## src/rtl/regfile_write_arbiter.sv

```systemverilog
// rtl/regfile_write_arbiter.sv - shares the register file write port between writeback and loader with starvation-forced loader grants.
// Optional RF_FWD_EN adds the in-flight write bypass compare for three decode read ports.
module regfile_write_arbiter #(
    parameter int DATA_W   = 16,
    parameter int ADDR_W   = 3,
    parameter int MAX_WAIT = 4,
    parameter int WAIT_W   = 3
) (
    input  logic              CLK,
    input  logic              Reset,
    input  logic              wb_valid,
    input  logic [ADDR_W-1:0] wb_addr,
    input  logic [DATA_W-1:0] wb_data,
    output logic              wb_ready,
    input  logic              ld_valid,
    input  logic [ADDR_W-1:0] ld_addr,
    input  logic [DATA_W-1:0] ld_data,
    output logic              ld_ready,
    output logic              rf_we,
    output logic [ADDR_W-1:0] rf_waddr,
    output logic [DATA_W-1:0] rf_wdata,
    output logic              stall,
`ifdef RF_FWD_EN
    input  logic [ADDR_W-1:0] rd_addr1,
    input  logic [ADDR_W-1:0] rd_addr2,
    input  logic [ADDR_W-1:0] rd_addr3,
    output logic [2:0]        fwd_hit,
    output logic [DATA_W-1:0] fwd_data,
`endif
    output logic              grant_src
);

    typedef enum logic {NORMAL, FORCE} state_t;

    localparam logic [WAIT_W-1:0] WAIT_LAST = WAIT_W'(MAX_WAIT - 1);

    state_t            state, state_nxt;
    logic [WAIT_W-1:0] wait_cnt, wait_nxt;
    logic              wb_xfer, ld_xfer;

    always_ff @(posedge CLK or negedge Reset) begin
        if (!Reset) begin
            state    <= NORMAL;
            wait_cnt <= '0;
        end else begin
            state    <= state_nxt;
            wait_cnt <= wait_nxt;
        end
    end

    // FORCE always falls back to NORMAL after one cycle, with or without a loader transfer.
    always_comb begin
        state_nxt = NORMAL;
        wait_nxt  = '0;
        wb_ready  = 1'b1;
        ld_ready  = !wb_valid;
        stall     = 1'b0;
        if (state == FORCE) begin
            wb_ready = 1'b0;
            ld_ready = 1'b1;
            stall    = 1'b1;
        end else if (ld_valid && wb_valid) begin
            if (wait_cnt == WAIT_LAST) begin
                state_nxt = FORCE;
            end else begin
                wait_nxt = wait_cnt + 1'b1;
            end
        end
    end

    assign wb_xfer = wb_valid && wb_ready;
    assign ld_xfer = ld_valid && ld_ready;

    // Register 0 is hardwired zero: the handshake completes but no write is issued.
    always_ff @(posedge CLK or negedge Reset) begin
        if (!Reset) begin
            rf_we     <= 1'b0;
            rf_waddr  <= '0;
            rf_wdata  <= '0;
            grant_src <= 1'b0;
        end else if (wb_xfer) begin
            rf_we     <= (wb_addr != '0);
            rf_waddr  <= wb_addr;
            rf_wdata  <= wb_data;
            grant_src <= 1'b0;
        end else if (ld_xfer) begin
            rf_we     <= (ld_addr != '0);
            rf_waddr  <= ld_addr;
            rf_wdata  <= ld_data;
            grant_src <= 1'b1;
        end else begin
            rf_we     <= 1'b0;
        end
    end

`ifdef RF_FWD_EN
    logic live_write;

    assign live_write = rf_we && (rf_waddr != '0);
    assign fwd_hit[0] = live_write && (rf_waddr == rd_addr1);
    assign fwd_hit[1] = live_write && (rf_waddr == rd_addr2);
    assign fwd_hit[2] = live_write && (rf_waddr == rd_addr3);
    assign fwd_data   = rf_wdata;
`endif

endmodule

```

## config.mk

```make
export PLATFORM = sky130hd
export DESIGN_NAME = regfile_write_arbiter
export DESIGN_NICKNAME = d
export VERILOG_FILES = /design/src/rtl/regfile_write_arbiter.sv
export SDC_FILE = /design/constraint.sdc
export NUM_CORES = 1
export LEC_CHECK = 0
export BUFFER_PORTS_ARGS = -buffer_cell sky130_fd_sc_hd__buf_2
export CAP_MARGIN = 40
export CORE_MARGIN = 2
export CORE_UTILIZATION = 35
export DETAILED_ROUTE_END_ITERATION = 8
export HOLD_SLACK_MARGIN = 0.02
export PLACE_DENSITY = 0.66
export SYNTH_ARGS = -nofsm -noshare
export SYNTH_HDL_FRONTEND = slang
export SYNTH_SLANG_ARGS = --single-unit
```

## constraint.sdc

```tcl
create_clock -name CLK -period 2.58 [get_ports CLK]
set_input_delay 0.129 -clock CLK [delete_from_list [all_inputs] [get_ports CLK]]
set_output_delay 0.129 -clock CLK [all_outputs]
set_load 0.02 [all_outputs]
```

# == Word-level counts from Yosys, hierarchy flattened ==
# Cells that the tools add are included.
# word_totals
ff_bits,25
latchBits,0
ramBits,0
rom_bits,0
inputBits,42
wordCells,32
mem_count,0
# classes
n_addsub,1
multipliers,0
div_mod_pow,0
n_lt_le_gt_ge,0
n_eq_ne,1
shifts,0
n_mux,17
bitwise,0
reduce_logical,7
# op_table
op,n
16-bit two-way mux,2
3-bit two-way mux,5
1-bit two-way mux,10
3-bit nonzero test,2
3-bit by 1-bit adder with 3-bit output (second input constant),1
3-bit by 2-bit == test with 1-bit output (second input constant),1
1-bit logical AND,3
2-bit nonzero test,1
1-bit logical NOT,1

# == Longest topological paths before layout ==
# depth
ltp_word,5
mapped_depth,3
ltp_nobuf,3

# == Worst setup path before layout ==
# No wires, ideal clock.
# synth_path
kind,register to register
startpoint,reg state
endpoint,reg rf_waddr[2]
t_arrival_ns,1.197
t_required_ns,2.455
path_slack_ns,1.258
path_stages_with_launch,4
n_path_buf,1
period_less_slack_ns,1.322
path_cell_list,dfrtp_1 -> nand2b_1 -> buf_4 -> mux2_4
# synth_via
elab_chain_len,3
# synth_rtl
element,line_no,text
start: declaration,37,"state_t state, state_nxt;"
start signal: assignment,46,state <= state_nxt;
1-bit two-way mux,58,if (state == FORCE) begin
via ld_ready,18,"output logic ld_ready,"
1-bit logical AND,72,assign ld_xfer = ld_valid && ld_ready;
2-bit nonzero test (no source line),-,
end signal: assignment,83,rf_waddr <= wb_addr;
end signal: assignment,88,rf_waddr <= ld_addr;
end: declaration,20,"output logic [ADDR_W-1:0] rf_waddr,"
# The timed path passes the listed nets, and every way through them passes these cells.
# A chain may end at the register's enable or synchronous reset.

# == Final worst setup path ==
# layout_path
startpoint,reg state
endpoint,out ld_ready
# layout_via
elab_chain_len,1
# layout_rtl
element,line_no
1-bit two-way mux,58
end: declaration,18
# Every way passes these cells.

==> metrics <==
outcome=finished clean; Initial Utilization=36.1%; Worst path max stage delay=0.38 ns; remaining antenna violation count=0; area grow syn2layout=31.4%; Final Hold Viols=0; HPWL after DPL=a little under 2000 microns; Pleak=around 0.92 nW; most frequent cells after synthesis=34 x mux2_4, 25 x dfrtp_1, 4 x mux2_2; H-Tree Depth=1; GR Util All Layers=12.9%; gr ovfl total=0; share of layout cells above drive strength 1=~73%; vias in the first global route=approximately 920; CP endpoint kind=primary output; via count=around 900; Num CTS Buffers=3; gpl congestion=~0.67; Final setup viols=0; ys flop type=dfrtp_1; Seq/Total Area, Yosys=a little under half; Root Buffer=clkbuf_8; Worst Slack Setup Final=approximately 0.9 ns; DRC=0; CP Launch Point=state; Max IR drop VDD=159 uV; maximum root-to-sink buffer count=2; Rows=22; largest cells by area after synthesis=dfrtp_1 48%, mux2_4 39%, mux2_2 3.4%, buf_6 1.7%, nor3b_1 1.7%; First DRT Iteration DRCs=24; die footprint=~0.0043 sq mm; period utilisation layout=roughly 64%; syn avg cell area=approximately 16 sq um; mapped cell area=0.00131 sq mm; largest net degree at the start of global routing=26; Synth cell types=15; Place WS=1.07 ns; first-pass GRT wire length=4220 microns; post-cts sizing count=0; Port Buf Inserts=65; Core ar.=between 0.003 and 0.004 sq mm; Post-Syn Nets=123; Chip Height=roughly 65 microns; critical path class=reg -> out; post-synth top area cell=dfrtp_1; synthesized instance count=80; worst skew pair latency=~0.26 ns; Die W=65.2 microns; slowest CP cell=dfrtp_1; clk sinks=25; Yosys Warn Count=0; Pwr Density=527 mW/mm^2; # nets final=between 150 and 200; Avg WL per Cell=about 13 microns; IO Pins=66; post-synth top area share=a little under half; ys async rst share=between 90% and 100%; Synth Register Bits=25; initial antenna violation count=0; worst path arrival time=around 1.5 ns; RSZ-0062 raised after global routing=no; max_cap viols=0; fillers=between 300 and 400; top-count cell post-synth=mux2_4; Inserted Diodes=0; Slew headroom=~57%; start point of the worst hold path=wb_data[6]; CTS tree=yes; Initial DRT Pass Iterations=2; Min-Delay Path Class=in -> reg; slew at the pin closest to its max-slew limit=0.652 ns; CP Cell Sequence=nand2b_1, buf_4, buf_2; worst reg2reg path startpoint=state; CP startpoint kind=flop; Tmin final=between 1.5 and 2 ns; CP required=around 2.5 ns; Routed WL=approximately 2600 microns; setup TNS=0 ns; highest clock rate=0.602 GHz; CP Max Fanout=18; Vias per Instance=~4.6; Clock Skews=about 0.0034 ns; EDFF count, synth=0; pins over their slew limit=0; Clk pin slew, worst setup/hold paths=roughly 0.080 ns
[placed cells by master (no fill, tap or decap), drive strengths merged]
cell type    Yosys  final
buf              4     66
clkbuf           0      3
clkinv           0      1
dfrtp           25     25
dlygate4sd3      0      1
ha               1      1
inv              1      1
mux2            38     38
mux2i            1      1
nand2b           1      1
nand3b           1      1
nor2b            1      1
nor3             2      2
nor3b            3      3
o21a             1      1
o31ai            1      1
[power by group]
group          leakage (nW)  internal [mW]  switching [mW]
Clock                0.0255          0.107           0.112
Sequential            0.300          0.426          0.0171
Combinational         0.596          0.135           0.111
[registers in the layout, summed over array words and instances, names as in the netlist]
| register | count |
|---|---|
| rf_waddr | 3 |
| rf_wdata | 16 |
| state | 1 |
| wait_cnt | 3 |
| rf_we | 1 |
| grant_src | 1 |
[what timing repair did]
action	CTS	global route
hold buffers	1	0
endpoints found under the hold margin	25	0
buffers inserted	0	0
[worst max-delay path: cells and delay by family (launching register included)]
kind          cells  cell delay, ns
buf+inv           2            0.61
flops             1            0.38
simple gates      1            0.28
[per-stage QoR]
step	hold WS (ns)	instance area (sq um)	util, %	cells	total power [mW]
6_report	0.0971	1720	47.5	195	0.909
5_1_grt	0.0802	1720	47.5	195	0.963
4_1_cts	0.0877	1720	47.5	195	0.925
3_5_place_dp	0.148	1670	45.9	190	0.698
3_3_place_gp	0.140	1670	45.9	190	0.691
2_1_floorplan	-0.167	1310	-	80	0.612
[logic make-up (layout without fill, tap and decap cells)]
group / Yosys count / in the layout / synth area share (%)
muxes: 39 / 39 / 43.1
adders and majority gates: 1 / 1 / 0.953
buffers and inverters: 5 / 72 / 3.15
AOI/OAI and AO/OA: 2 / 2 / 1.14
DFF: 25 / 25 / 47.7
and+or+nand+nor: 8 / 8 / 4.00
[cell type report]
cell class	instances	area [sq um]	share of cell area (%)
Sequential cell	25	626	36.3
Timing Repair Buffer	67	343	19.9
Multi-Input combinational cell	50	646	37.4
Clock inverter	1	5.00	0.290
Tap cell	48	60.1	3.48
Clock buffer	3	41.3	2.39
Inverter	1	3.75	0.218
[worst paths after layout]
kind,cells after the start,slack (ns),to
setup / recovery,3,0.92,ld_ready
hold / removal,2,0.1,rf_wdata[6]
setup reg to reg,3,1.09,rf_wdata[8]
hold reg to reg,1,0.45,wait_cnt[0]
max in group asynchronous,2,1.82,rf_wdata[14]
min in group asynchronous,2,0.38,rf_wdata[15]
[routing by layer]
layer	routed length (microns)	global-route usage [%]	up-vias	share of wire, %
li1	-	-	419	-
met1	1070	15.1	443	41
met2	1380	23.7	33	52
met3	147	1.20	2	5.6
met4	27	5.47	0	1.0
met5	0	0	-	0
No activity file was read; power rests on OpenSTA's default activity.
